### src/rtl/intpol2_d4_ctrl_fsm.sv
// Control FSM for the intpol2_D4 quadratic-interpolation datapath: window loading,
// per-segment coefficient setup and two-phase multiply per output point with backpressure.
module intpol2_d4_ctrl_fsm #(
    parameter int unsigned CNT_WIDTH = 6
) (
    input  logic                 clk,
    input  logic                 rst,
    input  logic                 start,
    input  logic [CNT_WIDTH-1:0] l_factor,
    output logic                 busy,
    output logic                 done,
    output logic                 err,
    input  logic                 in_valid,
    input  logic                 in_last,
    output logic                 in_ready,
    output logic                 out_valid,
    input  logic                 out_ready,
    output logic                 Ld_M0,
    output logic                 Ld_M1,
    output logic                 Ld_M2,
    output logic                 en_stream,
    output logic                 op_1,
    output logic                 clear,
    output logic                 en_sum,
    output logic [1:0]           sel_xi2,
    output logic                 sel_mult,
    output logic                 Ld_p1_xi,
    output logic                 Ld_data
);

    localparam logic [CNT_WIDTH-1:0] CNT_ONE = CNT_WIDTH'(1);

    typedef enum logic [3:0] {
        S_IDLE,
        S_LOAD0,
        S_LOAD1,
        S_LOAD2,
        S_COEF,
        S_CALC1,
        S_CALC2,
        S_NEXT,
        S_FIN
    } state_t;

    state_t               state_q, state_d;
    logic [CNT_WIDTH-1:0] i_q;
    logic [CNT_WIDTH-1:0] l_q;
    logic                 last_seen_q;
    logic                 out_valid_q;
    logic                 err_q;

    logic slot_free;
    logic last_pt;

    // Output slot is free if empty or being drained on this edge.
    assign slot_free = ~out_valid_q | out_ready;
    assign last_pt   = (i_q == (l_q - CNT_ONE));

    // State register
    always_ff @(posedge clk) begin
        if (rst) begin
            state_q <= S_IDLE;
        end else begin
            state_q <= state_d;
        end
    end

    // Next-state logic
    always_comb begin
        state_d = state_q;
        case (state_q)
            S_IDLE: begin
                if (start) state_d = S_LOAD0;
            end
            S_LOAD0: begin
                if (in_valid) state_d = in_last ? S_FIN : S_LOAD1;
            end
            S_LOAD1: begin
                if (in_valid) state_d = in_last ? S_FIN : S_LOAD2;
            end
            S_LOAD2: begin
                if (in_valid) state_d = S_COEF;
            end
            S_COEF: begin
                state_d = S_CALC1;
            end
            S_CALC1: begin
                state_d = S_CALC2;
            end
            S_CALC2: begin
                if (slot_free) begin
                    if (!last_pt)         state_d = S_CALC1;
                    else if (last_seen_q) state_d = S_FIN;
                    else                  state_d = S_NEXT;
                end
            end
            S_NEXT: begin
                if (in_valid) state_d = S_COEF;
            end
            S_FIN: begin
                if (!out_valid_q) state_d = S_IDLE;
            end
            default: begin
                state_d = S_IDLE;
            end
        endcase
    end

    // Output logic
    always_comb begin
        busy      = (state_q != S_IDLE);
        done      = 1'b0;
        in_ready  = 1'b0;
        Ld_M0     = 1'b0;
        Ld_M1     = 1'b0;
        Ld_M2     = 1'b0;
        en_stream = 1'b0;
        op_1      = 1'b0;
        clear     = 1'b0;
        en_sum    = 1'b0;
        sel_xi2   = 2'b00;
        sel_mult  = 1'b0;
        Ld_p1_xi  = 1'b0;
        Ld_data   = 1'b0;
        case (state_q)
            S_LOAD0: begin
                in_ready = 1'b1;
                Ld_M0    = in_valid;
            end
            S_LOAD1: begin
                in_ready = 1'b1;
                Ld_M1    = in_valid;
            end
            S_LOAD2: begin
                in_ready = 1'b1;
                Ld_M2    = in_valid;
            end
            S_COEF: begin
                op_1  = 1'b1;
                clear = 1'b1;
            end
            S_CALC1: begin
                Ld_p1_xi = 1'b1;
                if (i_q == '0)         sel_xi2 = 2'b00;
                else if (i_q == CNT_ONE) sel_xi2 = 2'b01;
                else                   sel_xi2 = 2'b10;
            end
            S_CALC2: begin
                sel_mult = 1'b1;
                Ld_data  = slot_free;
                en_sum   = slot_free;
                if (i_q == '0)         sel_xi2 = 2'b00;
                else if (i_q == CNT_ONE) sel_xi2 = 2'b01;
                else                   sel_xi2 = 2'b10;
            end
            S_NEXT: begin
                in_ready  = 1'b1;
                en_stream = in_valid;
            end
            S_FIN: begin
                done = ~out_valid_q;
            end
            default: begin
            end
        endcase
    end

    // Run bookkeeping: point counter, segment length, end-of-stream and error flags
    always_ff @(posedge clk) begin
        if (rst) begin
            i_q         <= '0;
            l_q         <= '0;
            last_seen_q <= 1'b0;
            err_q       <= 1'b0;
        end else begin
            case (state_q)
                S_IDLE: begin
                    if (start) begin
                        l_q         <= (l_factor == '0) ? CNT_ONE : l_factor;
                        err_q       <= 1'b0;
                        last_seen_q <= 1'b0;
                    end
                end
                S_LOAD0, S_LOAD1: begin
                    if (in_valid && in_last) err_q <= 1'b1;
                end
                S_LOAD2, S_NEXT: begin
                    if (in_valid) last_seen_q <= in_last;
                end
                S_COEF: begin
                    i_q <= '0;
                end
                S_CALC2: begin
                    if (slot_free && !last_pt) i_q <= i_q + CNT_ONE;
                end
                default: begin
                end
            endcase
        end
    end

    // A load on the same edge as a consume keeps the slot full.
    always_ff @(posedge clk) begin
        if (rst) begin
            out_valid_q <= 1'b0;
        end else if (Ld_data) begin
            out_valid_q <= 1'b1;
        end else if (out_ready) begin
            out_valid_q <= 1'b0;
        end
    end

    assign out_valid = out_valid_q;
    assign err       = err_q;

endmodule

### config.mk
export PLATFORM = sky130hd
export DESIGN_NAME = intpol2_d4_ctrl_fsm
export DESIGN_NICKNAME = d
export VERILOG_FILES = /design/src/rtl/intpol2_d4_ctrl_fsm.sv
export SDC_FILE = /design/constraint.sdc
export NUM_CORES = 1
export LEC_CHECK = 0
export BUFFER_PORTS_ARGS = -buffer_cell sky130_fd_sc_hd__clkbuf_2
export CORE_ASPECT_RATIO = 1.5
export CORE_MARGIN = 8
export CORE_UTILIZATION = 46
export CTS_CLUSTER_SIZE = 20
export DETAILED_ROUTE_END_ITERATION = 8
export GPL_TIMING_DRIVEN = 1
export PLACE_DENSITY = 0.66
export SYNTH_ARGS = -nofsm -noshare
export SYNTH_HDL_FRONTEND = slang
export SYNTH_SLANG_ARGS = --single-unit
### constraint.sdc
create_clock -name clk -period 6.5 [get_ports clk]
set_clock_uncertainty 0.2 [all_clocks]
set_input_delay 1.3 -clock clk [delete_from_list [all_inputs] [get_ports clk]]
set_output_delay 1.3 -clock clk [all_outputs]
set_load 0.01 [all_outputs]
==> impl_results.md <==
* Gate Count Post-Synth at 172
* Max clock buf depth at 2
* CTS Hold Buffers Added at 0
* Internal power at 0.198 mW
* CP Class: reg2out
* Chip Width at 60.2 µm
* ANT cells at 0
* Fmax at 277 MHz
* Sequential area share after synthesis at 28.2%
* DIE AREA at 4960 µm²
* Largest net degree at the start of global routing at 24
* TNS Setup at 0 ns
* Layout overhead on the synthesized area at 13.3%
* Outcome: complete, no violations
* First-pass GRT wire length at 5.42 mm
* Routed via count at 1283
* CTS clk-pin slew, worst paths at 0.07 ns
* I/O pin cnt at 29
* Starting density of the core at 47.3%
* Antenna viol nets, final at 0
* CTS buffer count at 3
* Initial drt markers at 25
* P_sw at 0.0942 mW
* Largest family of logic cells by synthesized area: simple AND/OR/NAND/NOR gates
* Sw frac at 32.2%
* GPL Wtd Cong at 0.906
* DRC violations left at 0
* Initial antenna violation count at 0
* Worst slew pin tran at 0.859 ns
* Startpoint Class: register
* CTS sink cnt at 19
* Worst relative slew slack at 42.6%
* Cell family with most CP delay: simple AND/OR/NAND/NOR gates
* Final Setup Violations at 0
* Yosys warnings at 0
* Post-Synth XOR/XNOR Area at 6.49%
* # rows at 24
* RSZ-0062 raised after global routing: no
* Power Density at 191 nW/µm²
* Syn_area_per_cell at 7.85 µm²
* Hold crit path type: reg2reg
* Cell Chain, Critical Path: nor3b_2 -> nor2b_1 -> clkbuf_2
* MaxCap Viol Count at 0
* PortBufs at 28
* Grt ovf at 0
* Setup bufs post-CTS at 0
* Hold slack final at 0.279 ns
* Commonest non-fill, non-tap cell in the layout: clkbuf_2
* CP arrival at 2.12 ns
* Sequential share of power at 45.9%
* CP Buf/Inv Count at 1
* CTS tree: yes
* Fin nets at 210
* FFs w/ async S/R, synth at 0%
* Post-synthesis mux area share at 2.32%
* Post-synthesis compound-gate area fraction at 20.6%
* Hold Violations, Final at 0
* First-pass DRT Iterations at 4
* Slowest stage delay, CP at 0.71 ns
* Most used DFF post-synth: dfxtp_1
* Crit. End Element: output port
* Drt total wl at 3.26 mm
* Core Region at 2850 µm²
* Final period utilization at 55.6%
* VDD IR-drop max at 0.000118 V
* Clock Tree Root: clkbuf_8
* Slowest-stage cell, CP: nor2b_1
* EDFF count, synth at 0
* Clock Power Share at 27.9%
* Net Count, Synth at 188
* Post-Synth Simple-Gate Area at 32.3%
* Vias in the first global route at 1258
* Synth unique cells at 48
* Seq cells post-synth at 19
* Adder-cell area share of the yosys netlist at 3.71%
* Post-synthesis cell area at 1350 µm²
* Total Routing Usage GR at 14.0%
* Comb pwr share at 26.1%
* Fin crit period at 3.62 ns
* Drt wl/cell at 14.1 µm
* CP Max Fanout at 14
* Worst skew pair latency at 0.25 ns
* H-Tree Depth at 1
* Die height at 82.4 µm
* WP data required at 5.00 ns
* Slew Limit Fails at 0
* P_leak at 0.655 nW
* Layout cell share with drive strength beyond 1 at 20.7%
* HPWL after detailed placement at 2.58 mm
* Most frequent cells in the layout: clkbuf_2, nand2_1, dfxtp_1
* Post_cts resized at 0
* Vias per cell at 5.53
cell usage after synthesis (2+ instances only):
| master | number | area [µm²] |
|---|---|---|
| a21oi_1 | 14 | 70.1 |
| o21ai_0 | 4 | 20.0 |
| or3_1 | 2 | 12.5 |
| mux2i_1 | 2 | 20.0 |
| xnor2_1 | 7 | 61.3 |
| and3b_1 | 2 | 17.5 |
| nand2_1 | 20 | 75.1 |
| nand2b_1 | 2 | 12.5 |
| a211oi_1 | 3 | 22.5 |
| inv_1 | 9 | 33.8 |
| ha_1 | 4 | 50.1 |
| buf_4 | 3 | 22.5 |
| xor2_1 | 3 | 26.3 |
| or4_1 | 2 | 15.0 |
| clkbuf_1 | 7 | 26.3 |
| nor4_1 | 2 | 12.5 |
| nor2_1 | 14 | 52.6 |
| nand3_1 | 8 | 40.0 |
| o21bai_1 | 2 | 15.0 |
| and3_1 | 3 | 18.8 |
| dfxtp_1 | 19 | 380 |
| nor2b_1 | 3 | 18.8 |
| nand3b_1 | 3 | 22.5 |
| nor3_1 | 10 | 50.1 |
sequential cells by signal, summed over array words and instances (netlist names):
name,cells
state_q,4
i_q,6
err,1
out_valid,1
last_seen_q,1
l_q,6
worst register-to-register path: cells and delay by family (launching register included):
| family | cells | cell delay [ns] |
|---|---|---|
| AOI/OAI and AO/OA | 4 | 1.10 |
| DFF | 1 | 0.41 |
| buffers and inverters | 1 | 0.09 |
| xor gates and xnor gates | 1 | 0.15 |
| muxes | 1 | 0.20 |
| adders and majority gates | 1 | 0.25 |
power groups by stage:
stage / registers [mW] / logic (mW) / clock network, mW
2_1_floorplan: 0.131 / 0.0624 / 0
3_3_place_gp: 0.137 / 0.0742 / 0
3_5_place_dp: 0.137 / 0.0770 / 0
4_1_cts: 0.134 / 0.0772 / 0.0844
5_1_grt: 0.136 / 0.0861 / 0.0899
6_report: 0.134 / 0.0764 / 0.0818
layer usage:
| metal | vias to the layer above | wire length, µm | share of wire [%] | track usage, % |
|---|---|---|---|---|
| met1 | 589 | 1370 | 42 | 14.7 |
| met5 | - | 0 | 0 | 0 |
| met3 | 10 | 117 | 3.6 | 2.64 |
| met2 | 25 | 1680 | 52 | 24.8 |
| li1 | 659 | - | - | - |
| met4 | 0 | 97 | 3.0 | 8.15 |
path summary, 6_finish.rpt:
path                                 from                   to  slack (ns)  cells after the start
setup / recovery  state_q[2]$_SDFFE_PP0P_                 op_1        2.88                      3
hold / removal        l_q[5]$_SDFFE_PP0P_  l_q[5]$_SDFFE_PP0P_        0.28                      2
setup reg to reg      l_q[0]$_SDFFE_PP0P_  i_q[4]$_SDFFE_PP0P_        4.05                      8
hold reg to reg       l_q[5]$_SDFFE_PP0P_  l_q[5]$_SDFFE_PP0P_        0.28                      2
logic make-up (layout without fill, tap and decap cells):
group	Yosys count	count (layout)
fa+ha+maj	4	4
compound gates	37	37
flops	19	19
xor+xnor	10	10
buf+inv	20	41
mux	3	3
simple gates	79	79
layout make-up:
cell class / count / area (µm²)
sequential: 19 / 380
multi-input combinational: 133 / 882
timing repair buffer: 28 / 140
inverter: 9 / 33.8
fill: 294 / 1320
clock buffer: 4 / 45.0
tap: 39 / 48.8
metrics by stage:
step / cells / cell area (µm²) / worst slack, ns / utilization, % / total power, mW
floorplan: 172 / 1350 / 3.18 / - / 0.193
global placement: 228 / 1490 / 3.12 / 52.1 / 0.211
CTS: 232 / 1530 / 2.91 / 53.6 / 0.296
global route: 232 / 1530 / 2.77 / 53.6 / 0.312
detailed placement: 228 / 1490 / 3.10 / 52.1 / 0.214
finish: 232 / 1530 / 2.88 / 53.6 / 0.293
No activity file was read; power rests on OpenSTA's default activity.
